`config.mk`:
```
export PLATFORM = sky130hd
export DESIGN_NAME = general_datapath_fsm
export DESIGN_NICKNAME = d
export VERILOG_FILES = /design/src/rtl/general_datapath_fsm.sv
export SDC_FILE = /design/constraint.sdc
export NUM_CORES = 1
export LEC_CHECK = 0
export CAP_MARGIN = 20
export CORE_MARGIN = 2
export CORE_UTILIZATION = 55
export CTS_CLUSTER_SIZE = 30
export DETAILED_ROUTE_END_ITERATION = 16
export PLACE_DENSITY = 0.81
export REMOVE_ABC_BUFFERS = 1
export SETUP_SLACK_MARGIN = 0.2
export SLEW_MARGIN = 0
export SYNTH_ARGS = -nofsm -noshare
export SYNTH_HDL_FRONTEND = slang
export SYNTH_SLANG_ARGS = --single-unit
```
`constraint.sdc`:
```
create_clock -name clk_i -period 8.3 [get_ports clk_i]
set_clock_uncertainty 0.1 [all_clocks]
set_input_delay 0.83 -clock clk_i [delete_from_list [all_inputs] [get_ports clk_i]]
set_output_delay 0.83 -clock clk_i [all_outputs]
set_load 0.005 [all_outputs]
```
`src/rtl/general_datapath_fsm.sv`:
```
// rtl/general_datapath_fsm.sv - accumulator core with fetch/decode/execute controller
//
// Purpose: a parametrised accumulator processor. It has a PC, an instruction register,
// an accumulator A, a 2**AW-word RAM with a synchronous write and an asynchronous read,
// and an add/sub ALU that reports carry and overflow. While the core is idle the host
// writes a program through the prog_* port and then raises run_i.
//
// Ports:
//   clk_i          system clock, rising edge
//   reset_i        synchronous active-high reset (RAM contents are kept)
//   run_i          start/continue execution; sampled at the end of each instruction
//   prog_we_i      program write strobe, honoured only in IDLE
//   prog_addr_i    program write address
//   prog_data_i    program write data
//   data_in_i      operand for IN
//   in_valid_i     data_in_i is valid
//   in_ready_o     core is waiting in INWAIT
//   data_out_o     accumulator A
//   out_valid_o    one-cycle strobe while a STORE executes
//   aeq0_o         A == 0
//   apos_o         A is non-negative
//   cout_o         carry / no-borrow from the last ADD/SUB
//   ovf_o          signed overflow from the last ADD/SUB
//   ir_o           current opcode
//   pc_o           program counter
//   halted_o       core is in HALT
module general_datapath_fsm #(
   parameter int DW = 8,
   parameter int AW = 5
) (
   input  logic          clk_i,
   input  logic          reset_i,
   input  logic          run_i,
   input  logic          prog_we_i,
   input  logic [AW-1:0] prog_addr_i,
   input  logic [DW-1:0] prog_data_i,
   input  logic [DW-1:0] data_in_i,
   input  logic          in_valid_i,
   output logic          in_ready_o,
   output logic [DW-1:0] data_out_o,
   output logic          out_valid_o,
   output logic          aeq0_o,
   output logic          apos_o,
   output logic          cout_o,
   output logic          ovf_o,
   output logic [2:0]    ir_o,
   output logic [AW-1:0] pc_o,
   output logic          halted_o
);

   localparam int DEPTH = 1 << AW;

   localparam logic [2:0] OP_LOAD  = 3'd0;
   localparam logic [2:0] OP_STORE = 3'd1;
   localparam logic [2:0] OP_ADD   = 3'd2;
   localparam logic [2:0] OP_SUB   = 3'd3;
   localparam logic [2:0] OP_IN    = 3'd4;
   localparam logic [2:0] OP_JZ    = 3'd5;
   localparam logic [2:0] OP_JPOS  = 3'd6;
   localparam logic [2:0] OP_JMP   = 3'd7;

   typedef enum logic [2:0] {
      S_IDLE,
      S_FETCH,
      S_DECODE,
      S_EXECUTE,
      S_INWAIT,
      S_HALT
   } state_t;

   state_t        state_q, state_d;
   logic [AW-1:0] pc_q, pc_d;
   logic [2:0]    op_q, op_d;
   logic [AW-1:0] opa_q, opa_d;
   logic [DW-1:0] a_q, a_d;
   logic          cout_q, cout_d;
   logic          ovf_q, ovf_d;

   logic [DW-1:0] mem_q [DEPTH];
   logic          mem_we;
   logic [AW-1:0] mem_waddr;
   logic [DW-1:0] mem_wdata;

   logic [AW-1:0] rd_addr;
   logic [DW-1:0] rd_data;
   logic          is_sub;
   logic [DW-1:0] opnd;
   logic [DW:0]   sum;
   logic          sum_ovf;

   // Only FETCH reads at the PC; every other state addresses the operand.
   assign rd_addr = (state_q == S_FETCH) ? pc_q : opa_q;
   assign rd_data = mem_q[rd_addr];

   // SUB is A + ~M + 1, so the carry out reads as "no borrow".
   assign is_sub  = (op_q == OP_SUB);
   assign opnd    = is_sub ? ~rd_data : rd_data;
   assign sum     = {1'b0, a_q} + {1'b0, opnd} + {{DW{1'b0}}, is_sub};
   assign sum_ovf = (a_q[DW-1] == opnd[DW-1]) && (sum[DW-1] != a_q[DW-1]);

   always_comb begin
      state_d     = state_q;
      pc_d        = pc_q;
      op_d        = op_q;
      opa_d       = opa_q;
      a_d         = a_q;
      cout_d      = cout_q;
      ovf_d       = ovf_q;
      mem_we      = 1'b0;
      mem_waddr   = prog_addr_i;
      mem_wdata   = prog_data_i;
      in_ready_o  = 1'b0;
      out_valid_o = 1'b0;
      halted_o    = 1'b0;

      unique case (state_q)
         S_IDLE: begin
            mem_we = prog_we_i;
            if (run_i) state_d = S_FETCH;
         end
         S_FETCH: begin
            op_d    = rd_data[DW-1 -: 3];
            opa_d   = rd_data[AW-1:0];
            pc_d    = pc_q + AW'(1);
            state_d = S_DECODE;
         end
         S_DECODE: begin
            if (op_q == OP_IN)                     state_d = S_INWAIT;
            else if (op_q == OP_JMP && (&opa_q))   state_d = S_HALT;
            else                                   state_d = S_EXECUTE;
         end
         S_EXECUTE: begin
            unique case (op_q)
               OP_LOAD:  a_d = rd_data;
               OP_STORE: begin
                  mem_we      = 1'b1;
                  mem_waddr   = opa_q;
                  mem_wdata   = a_q;
                  out_valid_o = 1'b1;
               end
               OP_ADD, OP_SUB: begin
                  a_d    = sum[DW-1:0];
                  cout_d = sum[DW];
                  ovf_d  = sum_ovf;
               end
               OP_JZ:   if (a_q == '0)  pc_d = opa_q;
               OP_JPOS: if (!a_q[DW-1]) pc_d = opa_q;
               OP_JMP:  pc_d = opa_q;
               default: ;
            endcase
            state_d = run_i ? S_FETCH : S_IDLE;
         end
         S_INWAIT: begin
            in_ready_o = 1'b1;
            if (in_valid_i) begin
               a_d     = data_in_i;
               state_d = run_i ? S_FETCH : S_IDLE;
            end
         end
         S_HALT: halted_o = 1'b1;
         default: state_d = S_IDLE;
      endcase
   end

   always_ff @(posedge clk_i) begin
      if (reset_i) begin
         state_q <= S_IDLE;
         pc_q    <= '0;
         op_q    <= '0;
         opa_q   <= '0;
         a_q     <= '0;
         cout_q  <= 1'b0;
         ovf_q   <= 1'b0;
      end else begin
         state_q <= state_d;
         pc_q    <= pc_d;
         op_q    <= op_d;
         opa_q   <= opa_d;
         a_q     <= a_d;
         cout_q  <= cout_d;
         ovf_q   <= ovf_d;
      end
   end

   // RAM is never cleared; reset only blocks a write in the cycle it is asserted.
   always_ff @(posedge clk_i) begin
      if (mem_we && !reset_i) mem_q[mem_waddr] <= mem_wdata;
   end

   assign data_out_o = a_q;
   assign aeq0_o     = (a_q == '0);
   assign apos_o     = ~a_q[DW-1];
   assign cout_o     = cout_q;
   assign ovf_o      = ovf_q;
   assign ir_o       = op_q;
   assign pc_o       = pc_q;

endmodule
```
* Yosys cells after proc, flatten, opt, wreduce, memory -nomap -nowiden *
Memories as Yosys holds them, arrays and structs flattened.
Index checks and enable logic that the tools add are counted.

storage, ports and cells
  output and inout port bits = 23
  register bits after elaboration = 26
  logic and storage cells = 75
  memory bits (writable) = 256
  input port bits = 26
  memories kept = 1

cells by class
  bitwise gates (word level) = 3
  equality and inequality tests = 20
  muxes and demuxes = 26
  reduce and logical (&&, ||, !) cells = 15
  add/sub/neg operators = 3

memory list
  name   words  bits a word  rd ports  clocked after Yosys merged registers in  wr ports  RTL line  source
  mem_q  32     8            1         0                                        1         79        logic [DW-1:0] mem_q [DEPTH];

operator list
  kind                                                                    number
  8-bit 2-to-1 mux                                                        4
  8-bit one-hot mux with 2 select lines                                   2
  5-bit 2-to-1 mux                                                        5
  3-bit equality test (second input constant)                             6
  3-bit one-hot mux with 6 select lines                                   1
  5-bit one-hot mux with 3 select lines                                   1
  3-bit by 2-bit equality test with 1-bit output (second input constant)  4
  3-bit 2-to-1 mux                                                        4
  5-bit one-hot mux with 2 select lines                                   1
  8-bit by 8-bit adder with 9-bit output                                  1
  9-bit by 1-bit adder with 9-bit output                                  1
  8-bit zero test                                                         1
  8-bit inverter                                                          1
  1-bit 2-to-1 mux                                                        7
  3-bit by 1-bit equality test with 1-bit output (second input constant)  2
  3-bit zero test                                                         2
  3-bit != test (second input constant)                                   2
  3-bit AND reduction                                                     2
  5-bit by 1-bit adder with 5-bit output (second input constant)          1
  5-bit AND reduction                                                     1
  2-bit != test (second input constant)                                   2
  4-bit by 3-bit != test with 1-bit output (second input constant)        1
  4-bit AND reduction                                                     1
  2-bit nonzero test                                                      2
  9 further kinds                                                         12

* Logic depth before layout (Yosys ltp) *
An unclocked memory read counts as a cell.

  word-level depth = 9
  mapped depth = 22

* Least setup slack after synthesis *
Ideal clock, no wire load.

  path kind = reg-to-reg
  start point = register state_q[2]
  end point = register a_q[6] (netlist: data_out_o[6])
  library setup time = 92 ps
  clock period less this slack = 3974 ps
  required time = 8108 ps
  arrival = 3782 ps
  slack = 4326 ps
  stages on the path, launching flop included = 20
  cells stage by stage = dfxtp_1 or4b_1 clkbuf_1 o21ai_2 buf_2 nand2_1 and3_1 a311oi_1 nor3_1 o31ai_2 xnor2_1 ha_1 a21o_1 a21oi_1 o21bai_1 a21oi_1 nor2b_1 nor3_1 a211oi_1 o32ai_1

on the way
  word-level cells in the longest chain between the ends = 9
  elaborated cells on any way between the ends = 15

RTL lines
  what                                            RTL line  source
  from (decl)                                     71        state_t state_q, state_d;
  from (signal assigned)                          175       state_q <= state_d;
  3-bit by 1-bit equality test with 1-bit output  92        assign rd_addr = (state_q == S_FETCH) ? pc_q : opa_q;
  5-bit 2-to-1 mux                                92
  memory 32 x 8 bit                               -
  8-bit inverter                                  97        assign opnd = is_sub ? ~rd_data : rd_data;
  8-bit 2-to-1 mux                                97
  8-bit by 8-bit adder with 9-bit output          98        assign sum = {1'b0, a_q} + {1'b0, opnd} + {{DW{1'b0}}, is_sub};
  9-bit by 1-bit adder with 9-bit output          98
  8-bit one-hot mux with 2 select lines           133       unique case (op_q)
  8-bit one-hot mux with 2 select lines           116       unique case (state_q)
  to (signal assigned)                            171       a_q <= '0;
  to (signal assigned)                            179       a_q <= a_d;
  to (decl)                                       75        logic [DW-1:0] a_q, a_d;

Parallel ways exist; a longest one is shown, timed or not.
A chain may end at the register's enable or synchronous reset.

* Final worst setup path *
  start point = register state_q[0]
  end point = register a_q[6] (netlist: data_out_o[6])

Same word-level chain as after synthesis.

==> flow_metrics.tcl <==
set metrics [dict create \
    rrSetupSlack_ps 2860 \
    cts_tree "yes" \
    firstDrtPassIters 7 \
    yosysWarnings 0 \
    die_w_um 157 \
    cpLargestDelayFamily "compound AO/OA/AOI/OAI gates" \
    multi_input_area_um2 4370 \
    grt_pass1_wl_mm 46.1 \
    cp.arrival_ps 5710 \
    start_util_pct 55.6 \
    criticalPathCategory "reg2reg" \
    power.leakage_nw 4.94 \
    boundaryPins 49 \
    routed_wl_mm 30.4 \
    h-tree-depth 1 \
    post_route_cells_drive_above_1_share_pct 8.63 \
    grt.total_usage_pct 24.6 \
    crit_chain "or4b_1, o21ai_4, buf_4, nand2_1, and3_1, a311oi_1, nor3_1, o31ai_2, xnor2_1, ha_1, a21o_1, a21oi_1, o21bai_1, a21oi_1, nor2b_1, nor3_1, a211oi_1, o32ai_1" \
    vias 8519 \
    finalNonFillerCells 1373 \
    power.total_mw 3.81 \
    synth_fa_ha_area_share_pct 0.929 \
    cts_resized 0 \
    place_inst 1324 \
    root_buffer "clkbuf_16" \
    crit_slowest_cell "dfxtp_1" \
    cts.reportedPaths.clkPinSlew_ps 70 \
    grt_pass1_vias 7968 \
    synth_top_family_by_area "multiplexers" \
    min_path_type "reg2reg" \
    grt_max_degree 50 \
    post_cts_buffers 0 \
    cp-startpoint "state_q[0]" \
    dp_hpwl_mm 19.0 \
    drt_iter0_drc 970 \
    clk_latency_ps 530 \
    wire_per_inst_um 22.2 \
    synthMuxAreaShare_pct 12.3 \
    fmax_mhz 184 \
    timing.rr.end "data_out_o[6]" \
    drc_errors 0 \
    coreArea_um2 23300 \
    fin_setup_tns_ps 0 \
    cp.required_ps 8570 \
    status "finished clean" \
    synth_cells 1009 \
    postSynthAreaPerCell_um2 12.8 \
    rows 56 \
    yosys.area_share.xor_xnor_pct 0.745 \
    setup_viol 0 \
    tightestPinTransition_ps 1050 \
    fillers 1726 \
    r2r-start "state_q[0]" \
    num-nets-final 1069 \
    slowest_delay_ps 660 \
    die_height_um 157 \
    cts_buffer_depth 3 \
    reg2reg_depth 18 \
    yosys.area_share.simple_pct 12.1 \
    synthFlopType "edfxtp_1" \
    seqCellArea_um2 8210 \
    syn-cell-area_um2 12900 \
    worstPathMaxFanout 49 \
    p_per_area_nw_per_um2 263 \
    min_from "ovf_o" \
    cap_violations 0 \
    syn_to_final_growth_pct 12.0 \
    antenna_left 0 \
    cts_hold_buf 0 \
    synth-compound-area-share_pct 7.45 \
    rsz0062_at_grt "no" \
    die_area_um2 24800 \
    portBuffers 48 \
    cp.depth 18 \
    synth_seq_cells 282 \
    cts_made_buffers 26 \
    antenna_found_initial 0 \
    endpoint "data_out_o[6]" \
    ir_drop_mv 0.139 \
    numClockSinks 282 \
    slew_violations 0 \
    yosysSeqAreaShare_pct 63.5 \
    n_antenna_cell 0 \
    final-hold-violation-count 0 \
    post-route-period-util_pct 65.5 \
    hold_ws_ps 404 \
    overflow 0 \
    vias_per_cell 6.20 \
    async_reset_ff_share_pct 0 \
    postLayoutCellArea_um2 14500 \
    final_period_minus_worst_setup_slack_ps 5440 \
    end_kind "register" \
    gp_congestion 0.949 \
    synth_edf_count 256 \
    ys_types 67 \
    slew_headroom_pct 29.7 \
    cp-start-kind "register" \
    path_buf_inv 1 \
    dpl_cell_area_um2 13600 \
]
==> state kept, by name, indices dropped and copies added, names as in the netlist <==
signal / cells
mem_q: 256
data_out_o: 8
opa_q: 5
pc_o: 5
ir_o: 3
state_q: 3
cout_o: 1
ovf_o: 1
==> layout make-up <==
class | count | share of cell area [%]
timing repair buffer | 59 | 3.94
tap | 319 | 2.76
multi-input combinational | 651 | 30.2
sequential | 282 | 56.7
clock buffer | 28 | 4.69
inverter | 14 | 0.363
clock inverter | 20 | 1.37
==> kinds of logic after synthesis <==
logic type,Yosys count
compound gates,137
xor+xnor,11
fa+ha+maj,9
buf+inv,76
flops,282
mux,154
simple gates,340
==> cell usage in the layout (no fill, tap or decap), drive strengths merged, types with 3 or more instances in the layout <==
master / synthesis / routed
a211oi: 15 / 15
nor3: 12 / 12
mux2i: 131 / 131
buf: 38 / 11
dfxtp: 26 / 26
nor3b: 6 / 6
nand3: 32 / 32
nand2b: 8 / 8
nand2: 153 / 153
o311ai: 3 / 3
o211ai: 19 / 19
inv: 13 / 13
or4: 4 / 4
clkinv: 1 / 16
mux2: 21 / 21
clkbuf: 24 / 28
bufinv: 0 / 4
and3: 17 / 17
nor2: 74 / 74
edfxtp: 256 / 256
o21ai: 26 / 26
ha: 8 / 8
or3: 7 / 7
a311oi: 12 / 12
xnor2: 9 / 9
nor2b: 6 / 6
a21o: 5 / 5
a31oi: 9 / 9
nand4: 4 / 4
nand3b: 3 / 3
a21oi: 26 / 26
clkdlybuf4s50: 0 / 48
==> where the power goes <==
part	switching [mW]	internal, mW	leakage [nW]
Sequential	0.0618	1.57	2.51
Clock	0.506	0.714	0.433
Combinational	0.575	0.381	1.99
==> how the worst min path moves through the flow <==
stage	to	slack (ps)	cells after the start
2_1_floorplan	ovf_o	380	2
3_3_place_gp	ovf_o	390	2
3_5_place_dp	ovf_o	400	2
4_1_cts	ovf_o	410	2
5_1_grt	ovf_o	420	2
6_report	ovf_o	400	2
==> worst register-to-register path, stage by stage, from the launching register on <==
cell	delay [ps]
dfxtp_1	660
or4b_1	650
o21ai_4	380
buf_4	660
nand2_1	200
and3_1	220
a311oi_1	260
nor3_1	100
o31ai_2	390
xnor2_1	170
ha_1	300
a21o_1	210
a21oi_1	230
o21bai_1	90
a21oi_1	170
nor2b_1	140
nor3_1	50
a211oi_1	190
o32ai_1	110
==> cells in the mapped netlist, types with 12 or more instances <==
| master | count | area [um^2] |
|---|---|---|
| a21oi_1 | 25 | 125 |
| o21ai_0 | 21 | 105 |
| buf_2 | 19 | 95.1 |
| nor3_1 | 12 | 60.1 |
| dfxtp_1 | 26 | 521 |
| a211oi_1 | 15 | 113 |
| nor2_1 | 74 | 278 |
| o211ai_1 | 19 | 143 |
| mux2i_1 | 131 | 1310 |
| nand2_1 | 153 | 574 |
| mux2_2 | 21 | 236 |
| clkbuf_1 | 24 | 90.1 |
| a311oi_1 | 12 | 105 |
| nand3_1 | 32 | 160 |
| and3_1 | 17 | 106 |
| inv_1 | 13 | 48.8 |
| edfxtp_1 | 256 | 7690 |
==> stage by stage <==
step	setup slack [ps]	util [%]
global placement	3050	58.4
global route	2480	62.2
CTS	2900	62.2
detailed placement	2900	58.4
finish	2860	62.2
floorplan	1970	-
==> layer usage <==
metal / part of all wire (%) / GRT usage, % / vias to the layer above
met4: 4.3 / 10.3 / 0
met3: 10 / 3.69 / 89
met5: 0 / 0 / -
met1: 40 / 34.7 / 4092
met2: 45 / 38.4 / 501
li1: - / - / 3837
Power figures use the tool's default switching activity.
